## config.mk

```make
export PLATFORM = sky130hd
export DESIGN_NAME = eth_csr_seq_arb_flat
export DESIGN_NICKNAME = d
export VERILOG_FILES = /design/src/rtl/eth_csr_seq_arb_pkg.sv /design/src/rtl/eth_csr_seq_arb_if.sv /design/src/rtl/eth_csr_rr_arb.sv /design/src/rtl/eth_csr_seq_arb.sv /design/src/flat_wrapper.sv
export SDC_FILE = /design/constraint.sdc
export NUM_CORES = 1
export LEC_CHECK = 0
export BUFFER_PORTS_ARGS = -buffer_cell sky130_fd_sc_hd__buf_2
export CAP_MARGIN = 20
export CORE_MARGIN = 2
export CORE_UTILIZATION = 45
export DETAILED_ROUTE_END_ITERATION = 12
export PLACE_DENSITY = 0.78
export SLEW_MARGIN = 25
export SYNTH_ARGS = -nofsm -noshare
export SYNTH_HDL_FRONTEND = slang
export SYNTH_HIERARCHICAL = 1
export SYNTH_SLANG_ARGS = --single-unit
```

## constraint.sdc

```tcl
create_clock -name clk -period 2.9 [get_ports clk]
set_clock_uncertainty 0.05 [all_clocks]
set_input_delay 0.145 -clock clk [delete_from_list [all_inputs] [get_ports clk]]
set_output_delay 0.145 -clock clk [all_outputs]
set_load 0.01 [all_outputs]
```

## src/rtl/eth_csr_seq_arb_pkg.sv

```systemverilog
// Shared constants and FSM state type for the Ethernet indirect CSR
// sequencer/arbiter (package eth_csr_pkg).
package eth_csr_pkg;

  localparam int ETH_CSR_WR_BIT = 16;
  localparam int ETH_CSR_RD_BIT = 17;
  localparam int ETH_CSR_ADDR_W = 16;
  localparam int ETH_CSR_CNT_W  = 16;

  typedef enum logic [1:0] {
    ST_IDLE,
    ST_CMD,
    ST_WAIT,
    ST_DONE
  } t_eth_csr_state;

endpackage

```

## src/rtl/eth_csr_seq_arb_if.sv

```systemverilog
// Requester-side bus of the Ethernet CSR sequencer: per-requester level
// requests with packed address/data, and the one-hot ack / read data return.
interface eth_csr_seq_arb_if
  import eth_csr_pkg::*;
#(
  parameter int NUM_REQ = 2
);

  logic [NUM_REQ-1:0]                req;
  logic [NUM_REQ-1:0]                req_wr;
  logic [NUM_REQ*ETH_CSR_ADDR_W-1:0] req_addr;
  logic [NUM_REQ*32-1:0]             req_wdata;
  logic [NUM_REQ-1:0]                ack;
  logic [31:0]                       ack_rdata;
  logic                              busy;

  modport master (
    output req, req_wr, req_addr, req_wdata,
    input  ack, ack_rdata, busy
  );

  modport slave (
    input  req, req_wr, req_addr, req_wdata,
    output ack, ack_rdata, busy
  );

endinterface

```

## src/rtl/eth_csr_rr_arb.sv

```systemverilog
// Combinational round-robin grant: the search starts at the index after ptr
// and wraps, the first set request wins. Grant is one-hot or all-zero.
module eth_csr_rr_arb #(
  parameter int N = 2
) (
  input  logic [N-1:0]         req,
  input  logic [$clog2(N)-1:0] ptr,
  output logic [N-1:0]         grant
);

  // Rotating priority search starting just past the last winner
  always_comb begin
    int   idx;
    logic found;
    grant = '0;
    found = 1'b0;
    idx   = 0;
    for (int i = 1; i <= N; i++) begin
      idx = int'(ptr) + i;
      if (idx >= N) idx -= N;
      if (!found && req[idx]) begin
        grant[idx] = 1'b1;
        found      = 1'b1;
      end
    end
  end

endmodule

```

## src/rtl/eth_csr_seq_arb.sv

```systemverilog
// Sequencer/arbiter for the Ethernet MAC/PHY indirect CSR port.
// Optional build macro: ETH_CSR_ARB_PRIO_EN gives requester 0 strict priority,
// the rest are served round-robin. Without it, pure round-robin.
//
// state   | meaning
// --------+-------------------------------------------------------------
// IDLE    | no transaction; arbitrate and latch the winner's request
// CMD     | strobe (wr or rd) high on eth_ctrl_addr for HOLD_CYCLES
// WAIT    | strobes low, address held; RD_LAT (read) / GAP_CYCLES (write)
// DONE    | one-cycle ack to the granted requester
module eth_csr_seq_arb
  import eth_csr_pkg::*;
#(
  parameter int NUM_REQ     = 2,
  parameter int HOLD_CYCLES = 4,
  parameter int RD_LAT      = 8,
  parameter int GAP_CYCLES  = 2
) (
  input  logic                  clk,
  input  logic                  reset,
  eth_csr_seq_arb_if.slave      bus,
  output logic [31:0]           eth_ctrl_addr,
  output logic [31:0]           eth_wr_data,
  input  logic [31:0]           eth_rd_data
);

  localparam int IDX_W = $clog2(NUM_REQ);
  localparam logic [ETH_CSR_CNT_W-1:0] HOLD_LD = ETH_CSR_CNT_W'(HOLD_CYCLES - 1);
  localparam logic [ETH_CSR_CNT_W-1:0] RD_LD   = ETH_CSR_CNT_W'(RD_LAT - 1);
  localparam logic [ETH_CSR_CNT_W-1:0] GAP_LD  = ETH_CSR_CNT_W'(GAP_CYCLES - 1);

  t_eth_csr_state           state, state_nxt;
  logic [ETH_CSR_CNT_W-1:0] cnt, cnt_nxt;
  logic [IDX_W-1:0]         ptr, grant_idx, lat_idx;
  logic                     lat_wr;
  logic [NUM_REQ-1:0]       rr_req, rr_grant, grant_oh, ack_nxt;
  logic                     do_grant, end_cmd, do_capture;
  logic                     sel_wr;
  logic [31:0]              sel_wdata, cmd_word;

  eth_csr_rr_arb #(.N(NUM_REQ)) u_rr_arb (
    .req   (rr_req),
    .ptr   (ptr),
    .grant (rr_grant)
  );

`ifdef ETH_CSR_ARB_PRIO_EN
  localparam logic [NUM_REQ-1:0] REQ0 = {{(NUM_REQ-1){1'b0}}, 1'b1};
  assign rr_req   = bus.req & ~REQ0;
  assign grant_oh = bus.req[0] ? REQ0 : rr_grant;
`else
  assign rr_req   = bus.req;
  assign grant_oh = rr_grant;
`endif

  // Encode the one-hot winner and build its command word
  always_comb begin
    grant_idx = '0;
    for (int i = 0; i < NUM_REQ; i++) begin
      if (grant_oh[i]) grant_idx = IDX_W'(i);
    end
    sel_wr    = bus.req_wr[grant_idx];
    sel_wdata = bus.req_wdata[grant_idx*32 +: 32];
    cmd_word  = '0;
    cmd_word[ETH_CSR_ADDR_W-1:0] = bus.req_addr[grant_idx*ETH_CSR_ADDR_W +: ETH_CSR_ADDR_W];
    cmd_word[ETH_CSR_WR_BIT]     = sel_wr;
    cmd_word[ETH_CSR_RD_BIT]     = ~sel_wr;
  end

  // Next-state logic with the down-counting phase timer
  always_comb begin
    state_nxt  = state;
    cnt_nxt    = cnt;
    do_grant   = 1'b0;
    end_cmd    = 1'b0;
    do_capture = 1'b0;
    case (state)
      ST_IDLE: begin
        if (|bus.req) begin
          do_grant  = 1'b1;
          cnt_nxt   = HOLD_LD;
          state_nxt = ST_CMD;
        end
      end
      ST_CMD: begin
        if (cnt == '0) begin
          end_cmd   = 1'b1;
          cnt_nxt   = lat_wr ? GAP_LD : RD_LD;
          state_nxt = ST_WAIT;
        end else begin
          cnt_nxt = cnt - 1'b1;
        end
      end
      ST_WAIT: begin
        if (cnt == '0) begin
          do_capture = ~lat_wr;
          state_nxt  = ST_DONE;
        end else begin
          cnt_nxt = cnt - 1'b1;
        end
      end
      ST_DONE: state_nxt = ST_IDLE;
      default: state_nxt = ST_IDLE;
    endcase
    ack_nxt = '0;
    if (state_nxt == ST_DONE) ack_nxt[lat_idx] = 1'b1;
  end

  // State, timer and datapath registers; every output comes straight from a flop
  always_ff @(posedge clk) begin
    if (reset) begin
      state         <= ST_IDLE;
      cnt           <= '0;
      ptr           <= IDX_W'(NUM_REQ - 1);
      lat_wr        <= 1'b0;
      lat_idx       <= '0;
      eth_ctrl_addr <= '0;
      eth_wr_data   <= '0;
      bus.ack       <= '0;
      bus.ack_rdata <= '0;
      bus.busy      <= 1'b0;
    end else begin
      state    <= state_nxt;
      cnt      <= cnt_nxt;
      bus.busy <= (state_nxt != ST_IDLE);
      bus.ack  <= ack_nxt;
      if (do_grant) begin
        ptr           <= grant_idx;
        lat_wr        <= sel_wr;
        lat_idx       <= grant_idx;
        eth_ctrl_addr <= cmd_word;
        eth_wr_data   <= sel_wdata;
      end
      if (end_cmd) begin
        eth_ctrl_addr[ETH_CSR_WR_BIT] <= 1'b0;
        eth_ctrl_addr[ETH_CSR_RD_BIT] <= 1'b0;
      end
      if (do_capture) bus.ack_rdata <= eth_rd_data;
    end
  end

endmodule

```

## src/flat_wrapper.sv

```systemverilog
// flat-port wrapper written by rule: the top's interface ports become plain ports
module eth_csr_seq_arb_flat import eth_csr_pkg::*;
#(
  parameter int NUM_REQ     = 2,
  parameter int HOLD_CYCLES = 4,
  parameter int RD_LAT      = 8,
  parameter int GAP_CYCLES  = 2
)
  (clk, reset, eth_ctrl_addr, eth_wr_data, eth_rd_data, bus_req, bus_req_wr, bus_req_addr, bus_req_wdata, bus_ack, bus_ack_rdata, bus_busy);
  eth_csr_seq_arb_if #(.NUM_REQ(NUM_REQ)) bus_i ();
  input  logic clk;
  input  logic reset;
  output logic [31:0] eth_ctrl_addr;
  output logic [31:0] eth_wr_data;
  input  logic [31:0] eth_rd_data;
  input wire logic [$bits(bus_i.req)-1:0] bus_req;
  input wire logic [$bits(bus_i.req_wr)-1:0] bus_req_wr;
  input wire logic [$bits(bus_i.req_addr)-1:0] bus_req_addr;
  input wire logic [$bits(bus_i.req_wdata)-1:0] bus_req_wdata;
  output wire logic [$bits(bus_i.ack)-1:0] bus_ack;
  output wire logic [$bits(bus_i.ack_rdata)-1:0] bus_ack_rdata;
  output wire logic [$bits(bus_i.busy)-1:0] bus_busy;
  assign bus_i.req = bus_req;
  assign bus_i.req_wr = bus_req_wr;
  assign bus_i.req_addr = bus_req_addr;
  assign bus_i.req_wdata = bus_req_wdata;
  assign bus_ack = bus_i.ack;
  assign bus_ack_rdata = bus_i.ack_rdata;
  assign bus_busy = bus_i.busy;
  eth_csr_seq_arb #(.NUM_REQ(NUM_REQ), .HOLD_CYCLES(HOLD_CYCLES), .RD_LAT(RD_LAT), .GAP_CYCLES(GAP_CYCLES)) u_core (.clk(clk), .reset(reset), .bus(bus_i), .eth_ctrl_addr(eth_ctrl_addr), .eth_wr_data(eth_wr_data), .eth_rd_data(eth_rd_data));
endmodule
```

# Word-level counts from Yosys, hierarchy flattened
# Cells that the tools add are included.
totals:
  reg_bits: 106
  inputBits: 134
  output_inout_bits: 99
  word_cells: 85
op_classes:
  add_sub_neg: 5
  n_lt_le_gt_ge: 9
  n_eq_ne: 6
  shifts: 2
  n_mux: 35
  bitwise: 4
  n_reduce_logical: 13
ops:
  columns: ["operator", "count"]
  rows:
  - ["$ge A32 B1 Y1 const B", 2]
  - ["$lt A32 B3 Y1 const B", 2]
  - ["$mux W32", 2]
  - ["$shiftx A64 B7 Y32", 1]
  - ["$mux W16", 3]
  - ["$pmux W16 S3", 1]
  - ["$ge A32 B3 Y1 const B", 1]
  - ["$shiftx A32 B6 Y16", 1]
  - ["$sub A32 B3 Y32 const B", 1]
  - ["$mux W1", 19]
  - ["$logic_not A16 Y1", 1]
  - ["$sub A16 B1 Y16 const B", 1]
  - ["$mux W2", 5]
  - ["$pmux W2 S4", 1]
  - ["$eq A2 B2 Y1 const B", 3]
  - ["$reduce_or A2 Y1", 3]
  - ["$logic_and A1 B1 Y1", 4]
  - ["$lt A1 B2 Y1 const B", 2]
  - ["$sub A3 B2 Y4 const B", 1]
  - ["$add A1 B2 Y3 const B", 1]
  - ["$demux W1 S1", 3]
  - ["$ge A3 B2 Y1 const B", 1]
  - ["$mux W3", 1]
  - ["$not A1 Y1", 3]
  - ["other kinds (11)", 11]

# Depth between registers and ports, before layout
logic_depth:
  word_depth: 14
  depth_mapped: 9
  mapped_depth_nobuf: 7

# By module
# Netlist, hierarchy kept.
modules_own_cells:
  columns: ["module", "n_inst", "cells_per_inst", "area_each_um2", "seq_area_each_um2"]
  rows:
  - ["eth_csr_seq_arb", 1, 537, 4805.9, 2122.0]
  - ["eth_csr_rr_arb", 1, 3, 18.8, 0.0]

# Worst setup path before layout
# No wires, ideal clock.
synth_path:
  kind: "register to register"
  from: "reg u_core.state[1]"
  to: "reg u_core.cnt[11]"
  setup_ns: 0.120
  arrival_time_ns: 1.781
  required_time_ns: 2.730
  slack_ns: 0.950
  stages_incl_launch_ff: 8
  path_buffers: 1
  period_less_slack_ns: 1.950
  cell_sequence: "dfxtp_1 -> inv_1 -> ha_1 -> a21oi_1 -> o31ai_4 -> and2_4 -> buf_8 -> a211o_1"
synth_between:
  elab_chain_cells: 3
  word_cells_on_any_way: 8
  cone_classes: "4 x eq/ne; 1 x mux; 3 x reduce/logical"
synth_lines:
  columns: ["element", "line_no", "rtl"]
  rows:
  - ["from (decl)", "eth_csr_seq_arb.sv:32", "t_eth_csr_state state, state_nxt;"]
  - ["from (signal assigned)", "eth_csr_seq_arb.sv:123", "state <= state_nxt;"]
  - ["$eq A2 B2 Y1, or another cell as far along", "eth_csr_seq_arb.sv:77", "case (state)"]
  - ["$ne A2 B2 Y1 (no source line), or another cell as far along", null, null]
  - ["$reduce_and A3 Y1 (no source line)", null, null]
  - ["to (signal assigned)", "eth_csr_seq_arb.sv:124", "cnt <= cnt_nxt;"]
  - ["to (decl)", "eth_csr_seq_arb.sv:33", "logic [ETH_CSR_CNT_W-1:0] cnt, cnt_nxt;"]
# Several ways; a longest one is shown, not always the timed one.
# A chain may end at the register's enable or synchronous reset.

# Worst setup path after layout
layout_path:
  from: "reg u_core.state[0]"
  to: "reg u_core.cnt[3]"
# The elaborated chain is that of the path after synthesis.

==> impl_metrics.json <==
{
  "worstPathMaxFanout": 11,
  "hold_end": "u_core/eth_wr_data[7]",
  "rsz0062_at_grt": "no",
  "num_rows": 37,
  "grt_max_degree": 90,
  "die-area_um2": 11500,
  "p_per_area_nw_per_um2": 716,
  "vias": 4611,
  "cts_num_sinks": 106,
  "maxCapViolCount": 0,
  "post_cts_resized": 0,
  "first_iter_violations": 258,
  "die_w_um": 107,
  "synth.cell_area_um2": 4810,
  "tightest_slew_ps": 900,
  "drive_above_1_share_pct": 34.2,
  "holdPathStages": 3,
  "dr.pass1.iters": 4,
  "setup-tns-final_ps": 0,
  "wl_um": 12500,
  "r2r_start": "u_core/state[0]",
  "numPortBuffers": 218,
  "clockPowerShare_pct": 22.5,
  "nNetsFinal": 907,
  "syn_area_per_cell_um2": 8.95,
  "diodes": 0,
  "outcome": "finished clean",
  "core_um2": 10400,
  "clk_latency_ps": 360,
  "critical_path_class": "register to register",
  "r2r-end": "u_core/cnt[3]",
  "period_minus_slack_ps": 2250,
  "syn_inst": 538,
  "fmax_ghz": 0.444,
  "track_usage_pct": 21.5,
  "drv_slew": 0,
  "yosysWarnings": 6,
  "hold_violations": 0,
  "grt_first_pass_wirelength_um": 19900,
  "top_level_ports": 233,
  "postLayoutCoreUtil_pct": 62.5,
  "syn_to_final_growth_pct": 34.6,
  "setup_violations": 0,
  "comb_power_share_pct": 37.0,
  "dp_hpwl_um": 9120,
  "cts_buffers": 9,
  "irDropWorstVdd_uv": 366,
  "intPower_mw": 2.96,
  "worstPathArrival_ps": 2460,
  "netSwitchingPower_mw": 1.67,
  "clk_pin_slew_worst_paths_ps": 90,
  "min_period_over_period_pct": 77.7,
  "hold_path_class": "input port to register",
  "start_util_pct": 46.4,
  "ff2ff_setup_slack_ps": 650,
  "p_seq_share_pct": 40.5,
  "avgViaCountPerCell": 5.10,
  "grt.overflow.total": 0,
  "grt_pass1_vias": 4355,
  "ant_nets": 0,
  "wl_per_cell_um": 13.9,
  "maxSlewHeadroom_pct": 40.0,
  "hold_start": "bus_req_wdata[7]",
  "cts_tree": "done",
  "drcViolationCount": 0,
  "h-tree-depth": 3,
  "cp.required_ps": 3110,
  "root_buffer": "clkbuf_8",
  "startpoint_type": "register",
  "power.leakage_nw": 3.02,
  "gp_congestion": 0.866,
  "antenna_found_initial": 0,
  "switching_share_pct": 36.0,
  "end_kind": "register",
  "clockBufferDepth": 2,
  "worst_slack_ps": 647,
  "ff2ff_path_depth": 6,
  "detailedPlace.worstSlack_ps": 720,
  "fp.dieH_um": 107
}
==> power groups by stage <==
stage	Clock, mW	Combinational (mW)	Sequential, mW
2_1_floorplan	0	1.05	1.98
3_3_place_gp	0	1.64	1.89
3_5_place_dp	0	1.68	1.91
4_1_cts	1.08	1.72	1.88
5_1_grt	1.13	1.90	1.91
6_report	1.04	1.72	1.88
==> how the worst max path moves through the flow <==
stage / from / to / cells after the start
finish: u_core/state[0] / u_core/cnt[3] / 6
global route: u_core/cnt[0] / u_core/bus.ack[1] / 7
detailed placement: u_core/state[0] / u_core/cnt[3] / 6
floorplan: u_core/state[1] / u_core/cnt[11] / 7
CTS: u_core/state[1] / u_core/cnt[3] / 6
global placement: u_core/state[1] / u_core/cnt[3] / 6
==> sequential cells by signal, summed over array words and instances, names as in the netlist <==
register and cells:
u_core/ptr 1, u_core/lat_wr 1, u_core/cnt 16, u_core/bus.ack 2
u_core/eth_wr_data 32, u_core/state 2, u_core/bus.busy 1, u_core/eth_ctrl_addr 18
u_core/bus.ack_rdata 32, u_core/lat_idx 1
==> routing by layer <==
layer | up-vias | part of all wire (%) | global-route usage [%]
li1 | 2343 | - | -
met1 | 2089 | 41 | 25.0
met2 | 163 | 52 | 39.6
met3 | 16 | 5.4 | 3.45
met4 | 0 | 1.4 | 7.51
met5 | - | 0 | 0
==> cell usage in the layout, fill, tap and decap left out, drive strengths merged, types with 5 or more instances in the layout <==
| cell type | instances |
|---|---|
| clkbuf | 9 |
| conb | 14 |
| a211oi | 51 |
| ha | 7 |
| nand3 | 13 |
| dfxtp | 106 |
| mux2i | 48 |
| a21oi | 37 |
| inv | 11 |
| a21o | 8 |
| dlygate4sd3 | 32 |
| buf | 224 |
| nor4 | 5 |
| o31ai | 10 |
| nor2 | 60 |
| nand2 | 77 |
==> critical path: stages, from the launching register on <==
cell and delay (ps):
dfxtp_1 410, inv_1 110, ha_1 250, a21oi_1 480, o31ai_4 230, and2_4 260, a221o_2 380
==> per-stage QoR <==
stage	hold WS (ps)	cell area [µm²]	instances	total power, mW
2_1_floorplan	235	4860	551	3.04
3_3_place_gp	340	5930	859	3.53
3_5_place_dp	345	5930	859	3.59
4_1_cts	42.9	6480	905	4.67
5_1_grt	47.7	6480	905	4.94
6_report	58.9	6480	905	4.64
==> final cells by class <==
cell class / instances / area (µm²)
Timing Repair Buffer: 256 / 1480
Inverter: 11 / 41.3
Clock inverter: 5 / 105
Multi-Input combinational cell: 382 / 2430
Fill cell: 911 / 3890
Tap cell: 136 / 170
Sequential cell: 106 / 2120
Clock buffer: 9 / 124
==> repair_timing <==
action                                 CTS  global route
setup buffers                            0             0
hold buffers                            32             0
endpoints found under the hold margin   32             0
No activity file was read; power rests on OpenSTA's default activity.
